`src/rtl/berlekamp_massey_solver.sv`:
```
// Serial inversionless Berlekamp-Massey solver over GF(2^8).
// Two shared Mastrovito multipliers walk the locator one coefficient per cycle.

module finite_field_multiplier_mastravito (
  input  logic [7:0]  a_i,
  input  logic [7:0]  b_i,
  input  logic [56:0] reduction_matrix_i,
  output logic [7:0]  p_o
);
  logic [14:0] prod;
  logic        unused_matrix_msb;

  // Row j (bits 8j+7:8j) holds x^(8+j) mod p(x); bit 56 is reserved.
  assign unused_matrix_msb = reduction_matrix_i[56];

  always_comb begin
    prod = '0;
    for (int j = 0; j < 8; j++) begin
      if (b_i[j]) prod = prod ^ ({7'b0, a_i} << j);
    end
    p_o = prod[7:0];
    for (int j = 0; j < 7; j++) begin
      if (prod[8+j]) p_o = p_o ^ reduction_matrix_i[8*j +: 8];
    end
  end
endmodule

module berlekamp_massey_solver #(
  parameter int MAX_ERRORS = 16
) (
  input  logic                          clk_i,
  input  logic                          rst_ni,
  input  logic                          start_i,
  input  logic [8*2*MAX_ERRORS-1:0]     syndromes_flat_i,
  input  logic [7*8:0]                  reduction_matrix_i,
  output logic                          busy_o,
  output logic                          done_o,
  output logic [8*(MAX_ERRORS+1)-1:0]   locator_flat_o,
  output logic [$clog2(2*MAX_ERRORS):0] locator_degree_o,
  output logic                          uncorrectable_o
);
  localparam int T  = MAX_ERRORS;
  localparam int NS = 2 * T;
  localparam int RW = $clog2(NS);
  localparam int LW = RW + 1;
  localparam int IW = $clog2(T + 1);

  typedef enum logic [1:0] {S_IDLE, S_DISC, S_UPDATE, S_FINISH} state_t;

  state_t             state_q, state_d;
  logic [NS-1:0][7:0] syn_q, syn_d;
  logic [T:0][7:0]    lam_q, lam_d, b_q, b_d, loc_q, loc_d;
  logic [LW-1:0]      l_q, l_d, deg_q, deg_d;
  logic [7:0]         gamma_q, gamma_d, delta_q, delta_d;
  logic [RW-1:0]      r_q, r_d;
  logic [IW-1:0]      i_q, i_d;
  logic               upd_q, upd_d, done_q, done_d, unc_q, unc_d;

  logic [RW-1:0] s_idx;
  logic          s_ok;
  logic [7:0]    lam_i, b_prev, m0_a, m0_b, m0_p, m1_p, delta_acc;

  // Multiplier 0 forms the discrepancy term in DISC and gamma*Lambda_i in UPDATE.
  always_comb begin
    s_idx  = r_q - RW'(i_q);
    s_ok   = (r_q >= RW'(i_q));
    lam_i  = lam_q[i_q];
    b_prev = (i_q == '0) ? 8'h00 : b_q[i_q - IW'(1)];
    if (state_q == S_UPDATE) begin
      m0_a = gamma_q;
      m0_b = lam_i;
    end else begin
      m0_a = lam_i;
      m0_b = s_ok ? syn_q[s_idx] : 8'h00;
    end
  end

  assign delta_acc = delta_q ^ m0_p;

  finite_field_multiplier_mastravito u_mul0 (
    .a_i                (m0_a),
    .b_i                (m0_b),
    .reduction_matrix_i (reduction_matrix_i),
    .p_o                (m0_p)
  );

  finite_field_multiplier_mastravito u_mul1 (
    .a_i                (delta_q),
    .b_i                (b_prev),
    .reduction_matrix_i (reduction_matrix_i),
    .p_o                (m1_p)
  );

  always_comb begin
    state_d = state_q;
    syn_d   = syn_q;
    lam_d   = lam_q;
    b_d     = b_q;
    loc_d   = loc_q;
    l_d     = l_q;
    deg_d   = deg_q;
    gamma_d = gamma_q;
    delta_d = delta_q;
    r_d     = r_q;
    i_d     = i_q;
    upd_d   = upd_q;
    done_d  = done_q;
    unc_d   = unc_q;
    case (state_q)
      S_IDLE: begin
        if (start_i) begin
          syn_d    = syndromes_flat_i;
          lam_d    = '0;
          lam_d[0] = 8'h01;
          b_d      = '0;
          b_d[0]   = 8'h01;
          l_d      = '0;
          gamma_d  = 8'h01;
          delta_d  = 8'h00;
          r_d      = '0;
          i_d      = '0;
          upd_d    = 1'b0;
          done_d   = 1'b0;
          unc_d    = 1'b0;
          state_d  = S_DISC;
        end
      end
      S_DISC: begin
        delta_d = delta_acc;
        if (i_q == IW'(T)) begin
          upd_d   = (delta_acc != 8'h00) && ({l_q, 1'b0} <= {2'b00, r_q});
          state_d = S_UPDATE;
        end else begin
          i_d = i_q + IW'(1);
        end
      end
      S_UPDATE: begin
        // Descending i keeps Lambda_i and B_(i-1) at their old values here.
        lam_d[i_q] = m0_p ^ m1_p;
        b_d[i_q]   = upd_q ? lam_i : b_prev;
        if (i_q == '0) begin
          if (upd_q) begin
            l_d     = LW'(r_q) + LW'(1) - l_q;
            gamma_d = delta_q;
          end
          delta_d = 8'h00;
          if (r_q == RW'(NS - 1)) begin
            state_d = S_FINISH;
          end else begin
            r_d     = r_q + RW'(1);
            state_d = S_DISC;
          end
        end else begin
          i_d = i_q - IW'(1);
        end
      end
      S_FINISH: begin
        done_d  = 1'b1;
        unc_d   = (l_q > LW'(T));
        loc_d   = lam_q;
        deg_d   = l_q;
        state_d = S_IDLE;
      end
      default: state_d = S_IDLE;
    endcase
  end

  always_ff @(posedge clk_i or negedge rst_ni) begin
    if (!rst_ni) begin
      state_q <= S_IDLE;
      syn_q   <= '0;
      lam_q   <= '0;
      b_q     <= '0;
      loc_q   <= '0;
      l_q     <= '0;
      deg_q   <= '0;
      gamma_q <= '0;
      delta_q <= '0;
      r_q     <= '0;
      i_q     <= '0;
      upd_q   <= 1'b0;
      done_q  <= 1'b0;
      unc_q   <= 1'b0;
    end else begin
      state_q <= state_d;
      syn_q   <= syn_d;
      lam_q   <= lam_d;
      b_q     <= b_d;
      loc_q   <= loc_d;
      l_q     <= l_d;
      deg_q   <= deg_d;
      gamma_q <= gamma_d;
      delta_q <= delta_d;
      r_q     <= r_d;
      i_q     <= i_d;
      upd_q   <= upd_d;
      done_q  <= done_d;
      unc_q   <= unc_d;
    end
  end

  assign busy_o           = (state_q != S_IDLE);
  assign done_o           = done_q;
  assign locator_flat_o   = loc_q;
  assign locator_degree_o = deg_q;
  assign uncorrectable_o  = unc_q;
endmodule

```
`config.mk`:
```
export PLATFORM = sky130hd
export DESIGN_NAME = berlekamp_massey_solver
export DESIGN_NICKNAME = d
export VERILOG_FILES = /design/src/rtl/berlekamp_massey_solver.sv
export SDC_FILE = /design/constraint.sdc
export NUM_CORES = 2
export LEC_CHECK = 0
export ABC_AREA = 0
export BUFFER_PORTS_ARGS = -buffer_cell sky130_fd_sc_hd__buf_2
export CAP_MARGIN = 10
export CORE_ASPECT_RATIO = 1.1
export CORE_MARGIN = 2
export CORE_UTILIZATION = 50
export CTS_CLUSTER_DIAMETER = 30
export DETAILED_ROUTE_END_ITERATION = 10
export PLACE_DENSITY = 0.75
export SLEW_MARGIN = 15
export SYNTH_ARGS = -nofsm -noshare
export SYNTH_HDL_FRONTEND = slang
export SYNTH_SLANG_ARGS = --single-unit
export TNS_END_PERCENT = 100
```
`constraint.sdc`:
```
create_clock -name clk_i -period 14.45 [get_ports clk_i]
set_clock_uncertainty 0.15 [all_clocks]
set_input_delay 2.1675 -clock clk_i [delete_from_list [all_inputs] [get_ports clk_i]]
set_output_delay 2.1675 -clock clk_i [all_outputs]
set_load 0.01 [all_outputs]
```
==> results_dict.tcl <==
set metrics [dict create \
    status "finished clean" \
    top_cell_type_by_total_area_after_synthesis "sky130_fd_sc_hd__dfrtp_1" \
    drtAntennaViolNets 0 \
    post-cts-setup-buffer-count 0 \
    worst_setup_path_end_kind "flip-flop" \
    timing.hold.worst.class "flip-flop to flip-flop" \
    holdPathStages 2 \
    via_per_inst 5.94 \
    crit_arrival_ps 8710 \
    routabilityCongestion 0.917 \
    avgRoutedWirePerCell_um 24.8 \
    async_flop_share 1.00 \
    final.min_clock_period_ps 8310 \
    yosysMostFrequentCell "sky130_fd_sc_hd__dfrtp_1" \
    insertion_delay_ps 700 \
    via_count_of_the_routed_design 26365 \
    design.die.area_um2 73000 \
    area_growth_syn_to_layout_pct 22.2 \
    timing.critical_path.slowest_stage_cell "sky130_fd_sc_hd__xnor2_4" \
    die_height_um 283 \
    layout_cell_share_with_drive_strength_beyond_1 0.374 \
    placementRows 102 \
    synth_sequential_area_ratio 0.499 \
    finish.net_count 3737 \
    initial_drt_markers 2688 \
    hold_buffers 0 \
    worstSetupStartpointType "flip-flop" \
    cts_repair_resize_count 0 \
    cts_sinks 707 \
    timing_worst_slew_pin_value_ps 1270 \
    grt_antenna_before_repair 15 \
    hold_viol_final 0 \
    grt_pass1_vias 27694 \
    largest_net_degree_at_the_start_of_global_routing 182 \
    cts.path.max_buffers 3 \
    worst_stage_delay_on_the_critical_path_ps 760 \
    synthesis.area_per_instance_um2 12.0 \
    top_level_ports 461 \
    ys_dominant_reg_cell "sky130_fd_sc_hd__dfrtp_1" \
    slew_headroom 0.139 \
    cts.clk_slew.worst_paths_ps 50 \
    max_cap_violations 0 \
    syn-instance-count 2948 \
    cts.htree.levels 4 \
    clock_tree_from_tritoncts "yes" \
    die_w_um 258 \
    route.detailed.drc 0 \
    timing.critical_path.cells "buf_4 > inv_1 > ha_1 > xnor2_4 > buf_4 > buf_4 > mux4_2 > mux2i_1 > mux2i_1 > mux2i_1 > o21ai_0 > xor2_1 > xnor2_1 > xnor2_1 > nand2_1 > xnor3_2 > xor2_2 > xnor2_4 > o21ai_1" \
    ys_types 80 \
    place.detailed.hpwl_um 75500 \
    min_period_over_period 0.575 \
    worst_hold_startpoint "b_q[18]" \
    slew_viol_final 0 \
    drt-pass1-iter-count 9 \
    remaining_overflow_grt 0 \
    cts_buffers 132 \
    global_route.usage.total 0.302 \
    critical_path_class "flip-flop to flip-flop" \
    filler_cell_count 5436 \
    critical_path.reg2reg.endpoint "lam_q[94]" \
    yosys_warnings 0 \
    synthTopCellsByArea "sky130_fd_sc_hd__dfrtp_1 50%, sky130_fd_sc_hd__mux2_2 13%, sky130_fd_sc_hd__mux4_2 7.2%" \
    count_of_flip_flops_with_a_built_in_enable_after_synthesis 0 \
    clockRootBuffer "sky130_fd_sc_hd__clkbuf_16" \
    postSynthNetCount 3295 \
    fp.coreArea_um2 70300 \
    setup_slack_reg_to_reg_ps 6140 \
    timing.rr.start "i_q[2]" \
    synth-seq-cells 707 \
    syn_area_um2 35400 \
    port_buffers 459 \
    reg2regPathDepth 19 \
    report.final.setup_viol 0 \
    drt-total-wl_um 110000 \
    initial_core_util 0.504 \
    critPathRequiredTime_ps 14850 \
    grt_pass1_wl_um 167000 \
    setup_total_negative_slack_ps 0 \
    fmax_ghz 0.120 \
    post_synth_most_frequent_cells "707 x sky130_fd_sc_hd__dfrtp_1, 496 x sky130_fd_sc_hd__nand2_1, 415 x sky130_fd_sc_hd__mux2_2" \
    worstHoldEndpoint "b_q[18]" \
    rsz0062_at_grt "false" \
    timing.critical_path.fanout_max 29 \
    synth_top_area_share 0.499 \
]
how the worst max path moves through the flow:
stage | slack, ps | cells past startpoint | startpoint | to
floorplan | 9230 | 21 | r_q[0] | lam_q[15]
global placement | 6270 | 19 | i_q[2] | lam_q[30]
detailed placement | 6190 | 18 | i_q[2] | lam_q[24]
CTS | 6150 | 18 | i_q[2] | lam_q[24]
global route | 5630 | 19 | i_q[2] | lam_q[94]
finish | 6140 | 19 | i_q[2] | lam_q[94]
sequential cells by signal, summed over array words and instances, names as in the netlist:
name	count
b_q	136
delta_q	8
done_o	1
gamma_q	8
i_q	5
l_q	6
lam_q	136
locator_degree_o	6
locator_flat_o	136
r_q	5
state_q	2
syn_q	256
uncorrectable_o	1
upd_q	1
cells by family (layout without fill, tap and decap cells):
kind of cell	Yosys count	count (layout)	share of synthesized area
flip-flops	707	707	0.499
AND/OR/NAND/NOR	674	674	0.0799
multiplexers	625	625	0.232
AO/OA/AOI/OAI	476	476	0.0824
buffers and inverters	220	770	0.0272
XOR/XNOR	215	215	0.0680
adder cells (fa/ha/maj)	31	31	0.0114
other	0	3	0
metrics by stage:
step                      setup WS [ps]   util  cell area (µm²)  std cells  hold slack, ps
after global placement             6270  0.547            38500       4192             305
after detailed placement           6190  0.547            38500       4192             313
after CTS                          6150  0.615            43300       4434             321
after global routing               5630  0.615            43300       4435             341
final                              6140  0.615            43300       4437             323
after floorplan                    9230      -            35400       2948             292
metal layers:
metal  up-vias  wire (µm)  GRT usage
met4        26       6350      0.169
li1      11429          -          -
met3       382       9340     0.0819
met5         -        151          0
met1     13209      39500      0.351
met2      1319      54500      0.504
layout make-up:
| class | count | area, µm² | share of cell area |
|---|---|---|---|
| sequential | 707 | 17700 | 0.409 |
| timing repair buffer | 501 | 2650 | 0.0612 |
| multi-input combinational | 2021 | 16900 | 0.390 |
| inverter | 27 | 101 | 0.00234 |
| tap | 936 | 1170 | 0.0271 |
| clock inverter | 69 | 1050 | 0.0243 |
| antenna | 3 | 7.51 | 0.000173 |
| clock buffer | 173 | 3740 | 0.0864 |
worst max-delay path: cells and delay by family, from the launching register on:
family,cells,cell delay [ps]
xor gates and xnor gates,7,3130
muxes,4,1850
adders and majority gates,1,460
and+or+nand+nor,1,140
AOI/OAI and AO/OA,2,420
DFF,1,310
buffers and inverters,4,1610
placed cells by master, fill, tap and decap left out, types with 22 or more instances in the layout:
cell type                   count
sky130_fd_sc_hd__dfrtp_1      705
sky130_fd_sc_hd__nand2_1      495
sky130_fd_sc_hd__buf_2        458
sky130_fd_sc_hd__mux2_2       415
sky130_fd_sc_hd__o21ai_1      147
sky130_fd_sc_hd__o21ai_0      138
sky130_fd_sc_hd__clkbuf_16    134
sky130_fd_sc_hd__xnor2_1      128
sky130_fd_sc_hd__mux4_2       113
sky130_fd_sc_hd__mux2i_1       92
sky130_fd_sc_hd__nor2_1        50
sky130_fd_sc_hd__a21oi_1       40
sky130_fd_sc_hd__xor2_1        40
sky130_fd_sc_hd__buf_4         40
sky130_fd_sc_hd__nand3_1       32
sky130_fd_sc_hd__a32o_1        27
sky130_fd_sc_hd__a22o_1        26
sky130_fd_sc_hd__ha_1          25
sky130_fd_sc_hd__inv_1         24
sky130_fd_sc_hd__clkbuf_8      24
sky130_fd_sc_hd__xnor3_1       23
sky130_fd_sc_hd__a21o_1        22
Power is not shown: default switching activity piles up to over one toggle a cycle in this logic, so the estimate is an artifact.
